--- config.mk ---
export PLATFORM = sky130hd
export DESIGN_NAME = mult8x8_seq
export DESIGN_NICKNAME = d
export VERILOG_FILES = /design/src/rtl/mult_pkg.sv /design/src/rtl/mult4x4.sv /design/src/rtl/mult8x8_seq.sv
export SDC_FILE = /design/constraint.sdc
export NUM_CORES = 1
export LEC_CHECK = 0
export CAP_MARGIN = 0
export CORE_MARGIN = 8
export CORE_UTILIZATION = 55
export CTS_BUF_LIST = sky130_fd_sc_hd__clkbuf_8
export CTS_CLUSTER_DIAMETER = 200
export DETAILED_ROUTE_END_ITERATION = 16
export PLACE_DENSITY = 0.89
export SLEW_MARGIN = 40
export SYNTH_ARGS = -nofsm -noshare
export SYNTH_HDL_FRONTEND = slang
export SYNTH_SLANG_ARGS = --single-unit
--- constraint.sdc ---
create_clock -name clk -period 6.57 [get_ports clk]
set_input_delay 1.314 -clock clk [delete_from_list [all_inputs] [get_ports clk]]
set_output_delay 1.314 -clock clk [all_outputs]
set_load 0.02 [all_outputs]
--- src/rtl/mult_pkg.sv ---
// Shared state encoding, widths and shift schedule for the sequential 8x8 multiplier.
package mult_pkg;

  localparam int unsigned NIB_W = 4;
  localparam int unsigned OP_W  = 8;
  localparam int unsigned PP_W  = 2 * NIB_W;
  localparam int unsigned RES_W = 16;
  localparam int unsigned CNT_W = 2;
  localparam int unsigned SH_W  = 4;

  localparam logic [CNT_W-1:0] LAST_STEP = CNT_W'(3);

  typedef enum logic [1:0] {
    ST_IDLE = 2'd0,
    ST_CALC = 2'd1,
    ST_DONE = 2'd2
  } state_t;

  // Weight of the partial product selected by step: LL=0, HL/LH=4, HH=8.
  function automatic logic [SH_W-1:0] step_shift(input logic [CNT_W-1:0] cnt);
    logic [SH_W-1:0] sh;
    case (cnt)
      2'd0:    sh = SH_W'(0);
      2'd3:    sh = SH_W'(8);
      default: sh = SH_W'(4);
    endcase
    return sh;
  endfunction

endpackage

--- src/rtl/mult4x4.sv ---
// Combinational 4x4 unsigned multiplier core.
module mult4x4
  import mult_pkg::*;
(
  input  logic [NIB_W-1:0] dataa,
  input  logic [NIB_W-1:0] datab,
  output logic [PP_W-1:0]  product
);

  assign product = PP_W'(dataa) * PP_W'(datab);

endmodule

--- src/rtl/mult8x8_seq.sv ---
// Sequential 8x8 unsigned multiplier: one nibble pair per cycle through a
// single mult4x4, shifted and accumulated over four CALC cycles.
module mult8x8_seq
  import mult_pkg::*;
(
  input  logic             clk,
  input  logic             reset,
  input  logic             start,
  input  logic [OP_W-1:0]  dataa,
  input  logic [OP_W-1:0]  datab,
  output logic             busy,
  output logic             done,
  output logic [RES_W-1:0] product
);

  state_t               state_q, state_d;
  logic [CNT_W-1:0]     cnt_q, cnt_d;
  logic [OP_W-1:0]      a_q, a_d;
  logic [OP_W-1:0]      b_q, b_d;
  logic [RES_W-1:0]     acc_q, acc_d;
  logic [RES_W-1:0]     product_q, product_d;
  logic                 busy_q, busy_d;
  logic                 done_q, done_d;

  logic [NIB_W-1:0]     a_nib;
  logic [NIB_W-1:0]     b_nib;
  logic [PP_W-1:0]      pp;
  logic [RES_W-1:0]     pp_sh;
  logic [RES_W-1:0]     acc_sum;

  // cnt bit 0 picks the a nibble, bit 1 picks the b nibble.
  assign a_nib = cnt_q[0] ? a_q[OP_W-1:NIB_W] : a_q[NIB_W-1:0];
  assign b_nib = cnt_q[1] ? b_q[OP_W-1:NIB_W] : b_q[NIB_W-1:0];

  mult4x4 u_mult4x4 (
    .dataa   (a_nib),
    .datab   (b_nib),
    .product (pp)
  );

  assign pp_sh   = RES_W'(pp) << step_shift(cnt_q);
  assign acc_sum = acc_q + pp_sh;

  // Next-state and datapath control.
  always_comb begin
    state_d   = state_q;
    cnt_d     = cnt_q;
    a_d       = a_q;
    b_d       = b_q;
    acc_d     = acc_q;
    product_d = product_q;

    case (state_q)
      ST_IDLE: begin
        if (start) begin
          a_d     = dataa;
          b_d     = datab;
          acc_d   = '0;
          cnt_d   = '0;
          state_d = ST_CALC;
        end
      end
      ST_CALC: begin
        acc_d = acc_sum;
        cnt_d = cnt_q + CNT_W'(1);
        if (cnt_q == LAST_STEP) begin
          product_d = acc_sum;
          state_d   = ST_DONE;
        end
      end
      ST_DONE: begin
        state_d = ST_IDLE;
      end
      default: begin
        state_d = ST_IDLE;
      end
    endcase

    busy_d = (state_d == ST_CALC);
    done_d = (state_d == ST_DONE);
  end

  always_ff @(posedge clk) begin
    if (reset) begin
      state_q   <= ST_IDLE;
      cnt_q     <= '0;
      a_q       <= '0;
      b_q       <= '0;
      acc_q     <= '0;
      product_q <= '0;
      busy_q    <= 1'b0;
      done_q    <= 1'b0;
    end else begin
      state_q   <= state_d;
      cnt_q     <= cnt_d;
      a_q       <= a_d;
      b_q       <= b_d;
      acc_q     <= acc_d;
      product_q <= product_d;
      busy_q    <= busy_d;
      done_q    <= done_d;
    end
  end

  assign busy    = busy_q;
  assign done    = done_q;
  assign product = product_q;

endmodule

# Word-level counts from Yosys, hierarchy flattened
# Cells that the tools add are included.
# totals
register_bits	54
out_inout_bits	18
inputBits	19
elab_cells	33
# op_classes
n_eq_ne	5
add_sub_neg	2
multipliers	1
muxes	10
shifts	1
n_reduce_logical	6
# ops
cell	count
16-bit case mux with 2 select lines	1
16-bit adder	1
16-bit two-way mux	1
8-bit by 4-bit << shifter with 16-bit output	1
4-bit by 4-bit multiplier with 8-bit output	1
4-bit two-way mux	2
2-bit case mux with 2 select lines	2
4-bit case mux with 2 select lines	1
2-bit two-way mux	3
2-bit AND reduction	3
2-bit by 1-bit equality test with 1-bit output, second input constant	2
2-bit equality test, second input constant	2
2-bit zero test	2
2-bit by 1-bit adder with 2-bit output, second input constant	1
2-bit != test, second input constant	1
2-bit nonzero test	1

# Logic depth before layout (Yosys ltp)
# depth
ltp_word	5
depth_mapped	24

# Hierarchy
# A second synthesis with hierarchy kept.
# hier_totals
hier_cells	402
area_unflattened_um2	3348.2
# by_module_without_submodules
mod	n_inst	area_each_um2	cells_per_inst
mult8x8_seq	1	2902.8	351
mult4x4	1	445.4	51

# Least setup slack after synthesis
# Ideal clock, no wire load.
# synth_path
path_kind	register to register
start	register cnt_q[0]
end	register product_q[13] (netlist: product[13])
arrival_time_ns	4.996
stages_incl_launch_ff	24
slack_ns	1.441
required_time_ns	6.438
path_buffers	2
period_less_slack_ns	5.129
setup_ns	0.132
path_cell_list	dfxtp_1 -> clkbuf_1 -> mux2i_1 -> or2_2 -> fa_1 -> fa_1 -> inv_1 -> ha_1 -> a21o_1 -> a221o_1 -> nor2_1 -> xnor2_1 -> nor2_1 -> nor2_1 -> nor2_1 -> ha_1 -> buf_2 -> a211oi_1 -> nand2_1 -> o31ai_1 -> a21oi_1 -> or3_1 -> nand3_1 -> a21oi_1
# synth_via
elab_chain_cells	4
# synth_lines
item	line_no	source
from (decl)	mult8x8_seq.sv:17	logic [CNT_W-1:0] cnt_q, cnt_d;
from (signal assigned)	mult8x8_seq.sv:95	cnt_q <= cnt_d;
4-bit two-way mux, or another cell as far along	mult8x8_seq.sv:32	assign a_nib = cnt_q[0] ? a_q[OP_W-1:NIB_W] : a_q[NIB_W-1:0];
4-bit by 4-bit multiplier with 8-bit output / 4-bit case mux with 2 select lines (equally long branches)	mult4x4.sv:10, mult_pkg.sv:22	
8-bit by 4-bit << shifter with 16-bit output	mult8x8_seq.sv:41	assign pp_sh = RES_W'(pp) << step_shift(cnt_q);
16-bit adder	mult8x8_seq.sv:42	assign acc_sum = acc_q + pp_sh;
to (signal assigned)	mult8x8_seq.sv:99	product_q <= product_d;
to (decl)	mult8x8_seq.sv:21	logic [RES_W-1:0] product_q, product_d;
# Several ways; a longest one is shown, not always the timed one.
# A chain may end at the register's enable or synchronous reset.

# Final worst setup path
# Ends and elaborated chain as after synthesis.

==> flow_summary.json <==
{
  "status": "finished clean",
  "overflow": 0,
  "synthXorXnorAreaFrac_pct": 4.45,
  "coreArea_um2": 5890,
  "power_density_nw_per_um2": 157,
  "crit_type": "reg2reg",
  "cts_tree": "yes",
  "synthAdderAreaFrac_pct": 13.6,
  "drc": 0,
  "ys_ff_latch": 54,
  "viasPerCell": 5.63,
  "nets": 485,
  "antenna_found_initial": 0,
  "power_mw": 0.598,
  "clock-skew-final_ns": 0.0127,
  "grt_pass1_vias": 2702,
  "cts-htree-levels": 2,
  "syn-num-nets": 458,
  "critPathCaptureType": "flop",
  "synth_edf_count": 0,
  "post_cts_buffers": 0,
  "synth.area.mux_share_pct": 3.96,
  "synth_cell_type_count": 55,
  "setup_violations": 0,
  "die-area_um2": 8770,
  "drv_slew": 0,
  "switchingPower_mw": 0.159,
  "routed-via-count": 2868,
  "dieHeight_um": 93.7,
  "p_leak_nw": 1.55,
  "dieWidth_um": 93.7,
  "final_util_pct": 64.6,
  "drtIter0Drc": 178,
  "dpl_cell_area_um2": 3710,
  "fmax_ghz": 0.181,
  "io_pins": 37,
  "place.gp.congestion": 0.890,
  "grt_max_degree": 53,
  "drive_above_1_share_pct": 6.22,
  "io_buffers": 36,
  "synth_top_family_by_area": "simple AND/OR/NAND/NOR gates",
  "syn2layout_area_growth_pct": 14.7,
  "drtPass1Iterations": 4,
  "cap_violations": 0,
  "syn_inst": 406,
  "synth-compound-area-share_pct": 19.3,
  "p_comb_share_pct": 11.2,
  "ys_async_sr_fraction_pct": 0,
  "power_frac_clock_pct": 31.8,
  "cp.required_ns": 6.75,
  "grt_setup_unrepaired": "no",
  "cts_hold_buf": 0,
  "yosysWarningCount": 0,
  "yosys.area_share.simple_pct": 22.5,
  "path_clk_slew_ns": 0.10,
  "track_usage_pct": 17.7,
  "antenna-diode-count": 0,
  "p_seq_share_pct": 57.0,
  "report.final.hold_viol_count": 0,
  "rows": 28,
  "rrSetupSlack_ns": 1.04,
  "antenna_left": 0,
  "ys.flop_type": "dfxtp_1",
  "finalCriticalPeriod_ns": 5.53,
  "ys_seq_area_share_pct": 32.6,
  "initial_utilization_pct": 56.4,
  "fin_crit_sh_pct": 84.1,
  "detailed_place_hpwl_um": 5970,
  "netlist_area_um2": 3320,
  "cts_resized": 0,
  "insertion_delay_ns": 0.31,
  "worst_slew_pin_slew_ns": 0.748,
  "grt_pass1_wl_um": 12700,
  "fin_tns_setup_ns": 0,
  "wirelength_um": 7740,
  "path_max_fanout": 7,
  "clockBufferDepth": 2,
  "wl_per_cell_um": 15.2,
  "switching_share_pct": 26.6,
  "cts_sinks": 54,
  "cts-root-buf": "clkbuf_8",
  "hold_class": "reg2reg",
  "internal_power_mw": 0.439,
  "final_area_um2": 3800,
  "crit_path_start_kind": "flop",
  "ir_drop_mv": 0.0925,
  "avgSynthCellArea_um2": 8.17,
  "setup_ws_ns": 1.04,
  "numCtsBuffers": 5,
  "preCtsSetupSlack_ns": 1.10,
  "relSlewSlack_pct": 50.1,
  "worstPathArrival_ns": 5.70
}
-- path summary, 6_finish.rpt --
kind / depth (start not counted) / startpoint / to
setup reg to reg: 21 / cnt_q[0] / product[13]
hold / removal: 2 / acc_q[13] / acc_q[13]
setup / recovery: 21 / cnt_q[0] / product[13]
hold reg to reg: 2 / acc_q[13] / acc_q[13]
-- kinds of logic after synthesis --
kind of cell / after synthesis
muxes: 13
buffers and inverters: 31
xor gates and xnor gates: 16
adders and majority gates: 33
AOI/OAI and AO/OA: 98
DFF: 54
and+or+nand+nor: 161
-- registers in the layout, summed over array words and instances (netlist names) --
signal   count
b_q          8
a_q          8
state_q      2
busy         1
cnt_q        2
done         1
acc_q       16
product     16
-- through the flow --
step / hold slack (ns) / std cells
floorplan: 0.422 / 406
global placement: 0.437 / 501
detailed placement: 0.448 / 501
CTS: 0.462 / 509
global route: 0.476 / 509
finish: 0.460 / 509
-- critical path, stage by stage, from the launching register on --
cell and delay [ns]:
dfxtp_1 0.54, mux2i_1 0.18, or2_2 0.34, fa_1 0.51, fa_1 0.61, inv_1 0.07
ha_1 0.30, a21o_1 0.20, a221o_1 0.33, nor2_1 0.13, xnor2_1 0.16, nor2_1 0.06
nor2_1 0.10, nor2_1 0.05, ha_1 0.40, a211oi_1 0.27, nand2_1 0.13, o31ai_1 0.36
a21oi_1 0.13, or3_1 0.34, nand3_1 0.10, a21oi_1 0.07
-- cell usage in the layout, fill, tap and decap left out, types with 7 or more instances in the layout --
cell type,n
nand2_1,64
dfxtp_1,54
nor2_1,48
a21oi_1,39
clkdlybuf4s50_1,35
ha_1,28
inv_1,14
mux2i_1,12
o21ai_1,12
xnor2_1,10
nor3_1,8
a22oi_1,7
-- synthesized netlist by cell type (3+ instances only) --
| cell | count | share of area, % |
|---|---|---|
| a211oi_1 | 4 | 0.91 |
| a21o_1 | 6 | 1.4 |
| a21oi_1 | 39 | 5.9 |
| a22o_1 | 3 | 0.79 |
| a22oi_1 | 7 | 1.6 |
| clkbuf_1 | 15 | 1.7 |
| dfxtp_1 | 54 | 33 |
| fa_1 | 5 | 3.0 |
| ha_1 | 28 | 11 |
| inv_1 | 13 | 1.5 |
| mux2i_1 | 12 | 3.6 |
| nand2_1 | 64 | 7.2 |
| nand2b_1 | 5 | 0.94 |
| nand3_1 | 6 | 0.91 |
| nand3b_1 | 3 | 0.68 |
| nor2_1 | 48 | 5.4 |
| nor2b_1 | 6 | 1.1 |
| nor3_1 | 8 | 1.2 |
| o21a_1 | 4 | 0.91 |
| o21ai_1 | 12 | 1.8 |
| o21bai_1 | 3 | 0.68 |
| o22ai_1 | 4 | 0.75 |
| or2_2 | 5 | 0.94 |
| xnor2_1 | 10 | 2.6 |
| xor2_1 | 5 | 1.3 |
-- power groups by stage --
stage / Combinational, mW / Clock (mW) / Sequential, mW
final: 0.0669 / 0.190 / 0.341
after global routing: 0.0742 / 0.204 / 0.342
after CTS: 0.0667 / 0.192 / 0.341
after detailed placement: 0.0663 / 0 / 0.348
after global placement: 0.0641 / 0 / 0.348
after floorplan: 0.0454 / 0 / 0.346
-- layer usage --
| layer | GRT usage, % | part of all wire [%] | vias to the layer above |
|---|---|---|---|
| met1 | 23.0 | 48 | 1335 |
| met4 | 4.62 | 0.94 | 0 |
| met2 | 29.8 | 48 | 63 |
| li1 | - | - | 1463 |
| met5 | 0 | 0 | - |
| met3 | 2.56 | 3.6 | 7 |
-- layout make-up --
cell class	instances	area (µm²)
clock inverter	3	20.0
sequential	54	1080
timing repair buffer	37	365
fill	498	2080
multi-input combinational	321	2120
tap	75	93.8
inverter	14	52.6
clock buffer	5	68.8
(Power assumes the default switching activity.)
